`src/rtl/aes_alarm_ctrl_if.sv`:
```
// Bundle between the AES fault-sensor array / host / key store and the alarm controller.
// Zeroize handshake: zeroize_req is held high until the key store answers with zeroize_ack;
// ack is only acted on while the request is up and is ignored at every other time.
interface aes_alarm_ctrl_if #(
    parameter int N_SENSORS = 16,
    parameter int CNT_W     = 8
);
    logic [N_SENSORS-1:0] alarm_in;
    logic [N_SENSORS-1:0] sensor_mask;
    logic                 clr;
    logic                 zeroize_ack;
    logic [N_SENSORS-1:0] status;
    logic [CNT_W-1:0]     event_cnt;
    logic                 alert;
    logic                 zeroize_req;
    logic                 locked;
    logic                 irq;
    logic [1:0]           state_dbg;

    modport master (
        output alarm_in, sensor_mask, clr, zeroize_ack,
        input  status, event_cnt, alert, zeroize_req, locked, irq, state_dbg
    );

    modport slave (
        input  alarm_in, sensor_mask, clr, zeroize_ack,
        output status, event_cnt, alert, zeroize_req, locked, irq, state_dbg
    );
endinterface

```
`src/rtl/aes_alarm_ctrl.sv`:
```
// AES fault-alarm controller: sticky status, saturating event counter, alert/zeroize/lock FSM.
// Optional macro AES_ALARM_DEBOUNCE_EN requires two consecutive alarm cycles per sensor.
module aes_alarm_ctrl #(
    parameter int N_SENSORS = 16,
    parameter int CNT_W     = 8,
    parameter int THRESHOLD = 4
) (
    input logic              clk,
    input logic              rst_n,
    aes_alarm_ctrl_if.slave  bus
);
    typedef enum logic [1:0] {
        IDLE    = 2'd0,
        ALERT   = 2'd1,
        ZEROIZE = 2'd2,
        LOCKED  = 2'd3
    } state_e;

    localparam logic [CNT_W-1:0] THR     = CNT_W'(THRESHOLD);
    localparam logic [CNT_W-1:0] CNT_MAX = '1;

    state_e               state_q, state_d;
    logic [N_SENSORS-1:0] status_q, status_d;
    logic [CNT_W-1:0]     cnt_q, cnt_d;
    logic                 irq_q, irq_d;
    logic [N_SENSORS-1:0] act_raw;
    logic [N_SENSORS-1:0] act;
    logic                 any;
    logic [CNT_W-1:0]     nc;

    assign act_raw = bus.alarm_in & ~bus.sensor_mask;

`ifdef AES_ALARM_DEBOUNCE_EN
    logic [N_SENSORS-1:0] hist_q;

    always_ff @(posedge clk) begin
        if (!rst_n) begin
            hist_q <= '0;
        end else begin
            hist_q <= act_raw;
        end
    end

    assign act = act_raw & hist_q;
`else
    assign act = act_raw;
`endif

    assign any = |act;
    // Saturating increment: the counter sticks at all-ones instead of wrapping.
    assign nc  = (any && (cnt_q != CNT_MAX)) ? cnt_q + CNT_W'(1) : cnt_q;

    always_comb begin
        state_d  = state_q;
        status_d = status_q;
        cnt_d    = cnt_q;
        irq_d    = 1'b0;
        case (state_q)
            IDLE: begin
                if (any) begin
                    status_d = status_q | act;
                    cnt_d    = nc;
                    irq_d    = 1'b1;
                    state_d  = (nc >= THR) ? ZEROIZE : ALERT;
                end else if (bus.clr) begin
                    status_d = '0;
                    cnt_d    = '0;
                end
            end
            ALERT: begin
                status_d = status_q | act;
                cnt_d    = nc;
                if (nc >= THR) begin
                    state_d = ZEROIZE;
                    irq_d   = 1'b1;
                end else if (bus.clr && !any) begin
                    state_d  = IDLE;
                    status_d = '0;
                    cnt_d    = '0;
                end
            end
            ZEROIZE: begin
                if (bus.zeroize_ack) begin
                    state_d = LOCKED;
                end
            end
            default: begin
                state_d = LOCKED;
            end
        endcase
    end

    always_ff @(posedge clk) begin
        if (!rst_n) begin
            state_q  <= IDLE;
            status_q <= '0;
            cnt_q    <= '0;
            irq_q    <= 1'b0;
        end else begin
            state_q  <= state_d;
            status_q <= status_d;
            cnt_q    <= cnt_d;
            irq_q    <= irq_d;
        end
    end

    assign bus.status      = status_q;
    assign bus.event_cnt   = cnt_q;
    assign bus.alert       = (state_q != IDLE);
    assign bus.zeroize_req = (state_q == ZEROIZE);
    assign bus.locked      = (state_q == LOCKED);
    assign bus.irq         = irq_q;
    assign bus.state_dbg   = state_q;
endmodule

```
`src/flat_wrapper.sv`:
```
// flat-port wrapper written by rule: the top's interface ports become plain ports
module aes_alarm_ctrl_flat 
#(
    parameter int N_SENSORS = 16,
    parameter int CNT_W     = 8,
    parameter int THRESHOLD = 4
)
  (clk, rst_n, bus_alarm_in, bus_sensor_mask, bus_clr, bus_zeroize_ack, bus_status, bus_event_cnt, bus_alert, bus_zeroize_req, bus_locked, bus_irq, bus_state_dbg);
  aes_alarm_ctrl_if #(.N_SENSORS(N_SENSORS), .CNT_W(CNT_W)) bus_i ();
  input logic clk;
  input logic rst_n;
  input wire logic [$bits(bus_i.alarm_in)-1:0] bus_alarm_in;
  input wire logic [$bits(bus_i.sensor_mask)-1:0] bus_sensor_mask;
  input wire logic [$bits(bus_i.clr)-1:0] bus_clr;
  input wire logic [$bits(bus_i.zeroize_ack)-1:0] bus_zeroize_ack;
  output wire logic [$bits(bus_i.status)-1:0] bus_status;
  output wire logic [$bits(bus_i.event_cnt)-1:0] bus_event_cnt;
  output wire logic [$bits(bus_i.alert)-1:0] bus_alert;
  output wire logic [$bits(bus_i.zeroize_req)-1:0] bus_zeroize_req;
  output wire logic [$bits(bus_i.locked)-1:0] bus_locked;
  output wire logic [$bits(bus_i.irq)-1:0] bus_irq;
  output wire logic [$bits(bus_i.state_dbg)-1:0] bus_state_dbg;
  assign bus_i.alarm_in = bus_alarm_in;
  assign bus_i.sensor_mask = bus_sensor_mask;
  assign bus_i.clr = bus_clr;
  assign bus_i.zeroize_ack = bus_zeroize_ack;
  assign bus_status = bus_i.status;
  assign bus_event_cnt = bus_i.event_cnt;
  assign bus_alert = bus_i.alert;
  assign bus_zeroize_req = bus_i.zeroize_req;
  assign bus_locked = bus_i.locked;
  assign bus_irq = bus_i.irq;
  assign bus_state_dbg = bus_i.state_dbg;
  aes_alarm_ctrl #(.N_SENSORS(N_SENSORS), .CNT_W(CNT_W), .THRESHOLD(THRESHOLD)) u_core (.clk(clk), .rst_n(rst_n), .bus(bus_i));
endmodule
```
`config.mk`:
```
export PLATFORM = sky130hd
export DESIGN_NAME = aes_alarm_ctrl_flat
export DESIGN_NICKNAME = d
export VERILOG_FILES = /design/src/rtl/aes_alarm_ctrl_if.sv /design/src/rtl/aes_alarm_ctrl.sv /design/src/flat_wrapper.sv
export SDC_FILE = /design/constraint.sdc
export NUM_CORES = 1
export LEC_CHECK = 0
export ABC_AREA = 1
export CAP_MARGIN = 15
export CORE_ASPECT_RATIO = 1.25
export CORE_MARGIN = 8
export CORE_UTILIZATION = 44
export CTS_BUF_LIST = sky130_fd_sc_hd__clkbuf_8
export DETAILED_ROUTE_END_ITERATION = 12
export PLACE_DENSITY = 0.87
export SLEW_MARGIN = 20
export SYNTH_ARGS = -nofsm -noshare
export SYNTH_HDL_FRONTEND = slang
export SYNTH_SLANG_ARGS = --single-unit
```
`constraint.sdc`:
```
create_clock -name clk -period 2.4 [get_ports clk]
set_clock_uncertainty 0.05 [all_clocks]
set_input_delay 0.36 -clock clk [delete_from_list [all_inputs] [get_ports clk]]
set_output_delay 0.36 -clock clk [all_outputs]
set_load 0.05 [all_outputs]
```
==> results of run 1 <==
through the flow:
step | util, % | hold slack [ns]
floorplan | - | 0.436
global placement | 67.2 | 0.453
detailed placement | 67.2 | 0.457
CTS | 68.4 | 0.474
global route | 68.7 | 0.507
finish | 68.7 | 0.472
repair_timing:
item	4_1_cts	5_1_grt
endpoints found under the hold margin	0	0
setup endpoints to repair	0	15
resized for setup	0	1
cells by family after synthesis:
family                   Yosys count  share of synthesized area (%)
AND/OR/NAND/NOR                  138                           38.8
buffers and inverters             53                           13.5
AO/OA/AOI/OAI                     31                           12.4
flip-flops                        27                           33.5
XOR/XNOR                           2                           1.08
adder cells (fa/ha/maj)            1                          0.774
area by class of cell:
type / count / area, um^2 / area share (%)
multi-input cells: 172 / 866 / 35.9
repair buffers: 75 / 726 / 30.1
flip-flops and latches: 27 / 541 / 22.4
inverters: 50 / 188 / 7.78
well taps: 39 / 48.8 / 2.02
clock buffers: 3 / 41.3 / 1.71
clock inverters: 1 / 3.75 / 0.156
power breakdown:
part	switching (mW)	internal, mW
clock network	0.144	0.115
registers	0.0690	0.528
logic	0.691	0.389
layer usage:
metal	vias up	global-route usage, %
li1	916	-
met1	745	15.8
met2	54	27.1
met3	11	5.00
met4	0	6.78
met5	-	0
cells in the mapped netlist:
library cell  number  area, um^2
a21oi_1           10        50.1
a22oi_1            1        7.51
buf_12             1        20.0
buf_2              2        10.0
clkinv_1           1        3.75
dfxtp_1           27         541
ha_1               1        12.5
inv_1             49         184
nand2_1           66         248
nand2_2            8        50.1
nand2_4            2        22.5
nand3_1           12        60.1
nand3_2            1        10.0
nand4_1            3        18.8
nor2_1            29         109
nor2_2            14        87.6
nor2_4             1        11.3
nor3_1             2        10.0
o21ai_0            1        5.00
o21ai_1            2        10.0
o21bai_1          17         128
xnor2_1            1        8.76
xor2_1             1        8.76
path summary, 6_finish.rpt:
| check | startpoint | endpoint | slack, ns | cells past startpoint |
|---|---|---|---|---|
| max reg2reg | u_core.bus.event_cnt[1] | u_core.bus.status[4] | 0.34 | 16 |
| max | bus_sensor_mask[13] | u_core.bus.status[4] | 0.25 | 16 |
| min reg2reg | u_core.bus.event_cnt[6] | u_core.bus.event_cnt[6] | 0.47 | 2 |
| min | u_core.bus.event_cnt[6] | u_core.bus.event_cnt[6] | 0.47 | 2 |
sequential cells by signal (all words and copies together) (netlist names):
| signal | flops |
|---|---|
| u_core.bus.status | 16 |
| u_core.bus.state_dbg | 2 |
| u_core.bus.irq | 1 |
| u_core.bus.event_cnt | 8 |
layout by cell type (no fill, tap or decap), drive strengths merged:
master          n
nand3          13
xnor2           1
xor2            1
o21bai         17
nand4           3
clkbuf          3
nand2          76
dfxtp          27
nor3            2
buf            10
clkinv          1
o21ai           3
inv            50
nor2           44
ha              1
a22oi           1
a21oi          10
clkdlybuf4s50  65
critical path, cell delays in order:
cell and delay (ns):
clkdlybuf4s50_1 0.46, inv_1 0.04, nand2_1 0.12, nand2_1 0.07
nor2_1 0.08, nand2_1 0.10, nor2_2 0.18, nor2_1 0.10
nand2_1 0.06, nand2_1 0.09, nor2_2 0.17, nand3_2 0.10
nand2_2 0.07, nand2_2 0.08, nand2_8 0.15, nor2_1 0.06
==> metrics.yaml, run 1 <==
outcome: "completed"
met3_length_um: 317
syn-num-nets: 289
nNetsFinal: 366
place_area_um2: 2360
grt_first_pass_wirelength_um: 7750
dieWidth_um: 70.2
drt-pass1-iter-count: 4
slew_headroom_pct: 64.0
die_area_um2: 5880
rows: 24
antenna_cells: 0
hold_buffers: 0
fin_cells: 367
wl_met2_um: 2170
dp_hpwl_um: 3590
place.gp.congestion: 0.898
core_um2: 3510
io_buffer_count: 65
viasPerCell: 4.70
final_area_um2: 2410
grt_pass1_vias: 1895
power.density_nw_per_um2: 802
syn2layout_area_growth_pct: 49.4
die_y_um: 83.7
track_usage_pct: 15.3
cp.arrival_ns: 2.27
timing.fmax_mhz: 465
finalHoldViolations: 0
drt_iter0_drc: 97
synth_seq_cells: 27
crit_path_end_kind: "flip-flop"
clock_latency_ns: 0.27
hp-class: "reg2reg"
period_minus_slack_ns: 2.15
worst_slack_ns: 0.249
drtAntennaViolNets: 0
cts_made_buffers: 3
avgSynthCellArea_um2: 6.41
maxCapViolations: 0
path_clk_slew_ns: 0.09
post_cts_buffers: 0
root_buffer: "clkbuf_8"
setup_violations: 0
netlist_area_um2: 1620
leakagePower_nw: 1.17
ir_drop_uv: 927
antenna_found_initial: 0
ctsLongestPathBuffers: 2
critPathLaunchType: "input port"
cts_tree: "yes"
yosys_warnings: 0
cts.sinks: 27
finalCritPeriodShare_pct: 89.6
post_drt_wl_per_cell_um: 11.9
finalPower_mw: 1.94
slew_violations: 0
cp_max_fo: 17
h-tree-depth: 1
ys_seq_area_share_pct: 33.5
place_inst: 363
crit_required_ns: 2.52
wirelength_um: 4380
path_class: "in2reg"
fillers: 290
grt-ovfl-total: 0
maxUsedRoutingLayer: "met4"
floorplan.initialDensity_pct: 46.0
yosysUniqueCellTypes: 23
dp_slack_ns: -0.120
final_layout_size_suffix_gt1_share_pct: 11.9
vias: 1726
ios: 66
syn_inst: 252
worstMarginPinSlew_ns: 0.538
setup_tns_ns: 0
wl_met1_um: 1770
grt_max_degree: 18
drc: 0
No activity file was read; power rests on OpenSTA's default activity.
==> run 2, diff against run 1 <==
--- a/config.mk
+++ b/config.mk
@@ -12,6 +12,7 @@
 export CORE_UTILIZATION = 44
 export CTS_BUF_LIST = sky130_fd_sc_hd__clkbuf_8
 export DETAILED_ROUTE_END_ITERATION = 12
+export HOLD_SLACK_MARGIN = 0.08
 export PLACE_DENSITY = 0.87
 export SLEW_MARGIN = 20
 export SYNTH_ARGS = -nofsm -noshare
==> results of run 2 <==
No change in the layout: final DEF, timing and power equal those of run 1.
==> run 3, diff against run 2 <==
--- a/config.mk
+++ b/config.mk
@@ -12,7 +12,7 @@
 export CORE_UTILIZATION = 44
 export CTS_BUF_LIST = sky130_fd_sc_hd__clkbuf_8
 export DETAILED_ROUTE_END_ITERATION = 12
-export HOLD_SLACK_MARGIN = 0.08
+export HOLD_SLACK_MARGIN = 0.05
 export PLACE_DENSITY = 0.87
 export SLEW_MARGIN = 20
 export SYNTH_ARGS = -nofsm -noshare
==> results of run 3 <==
No change in the layout: final DEF, timing and power equal those of run 1.
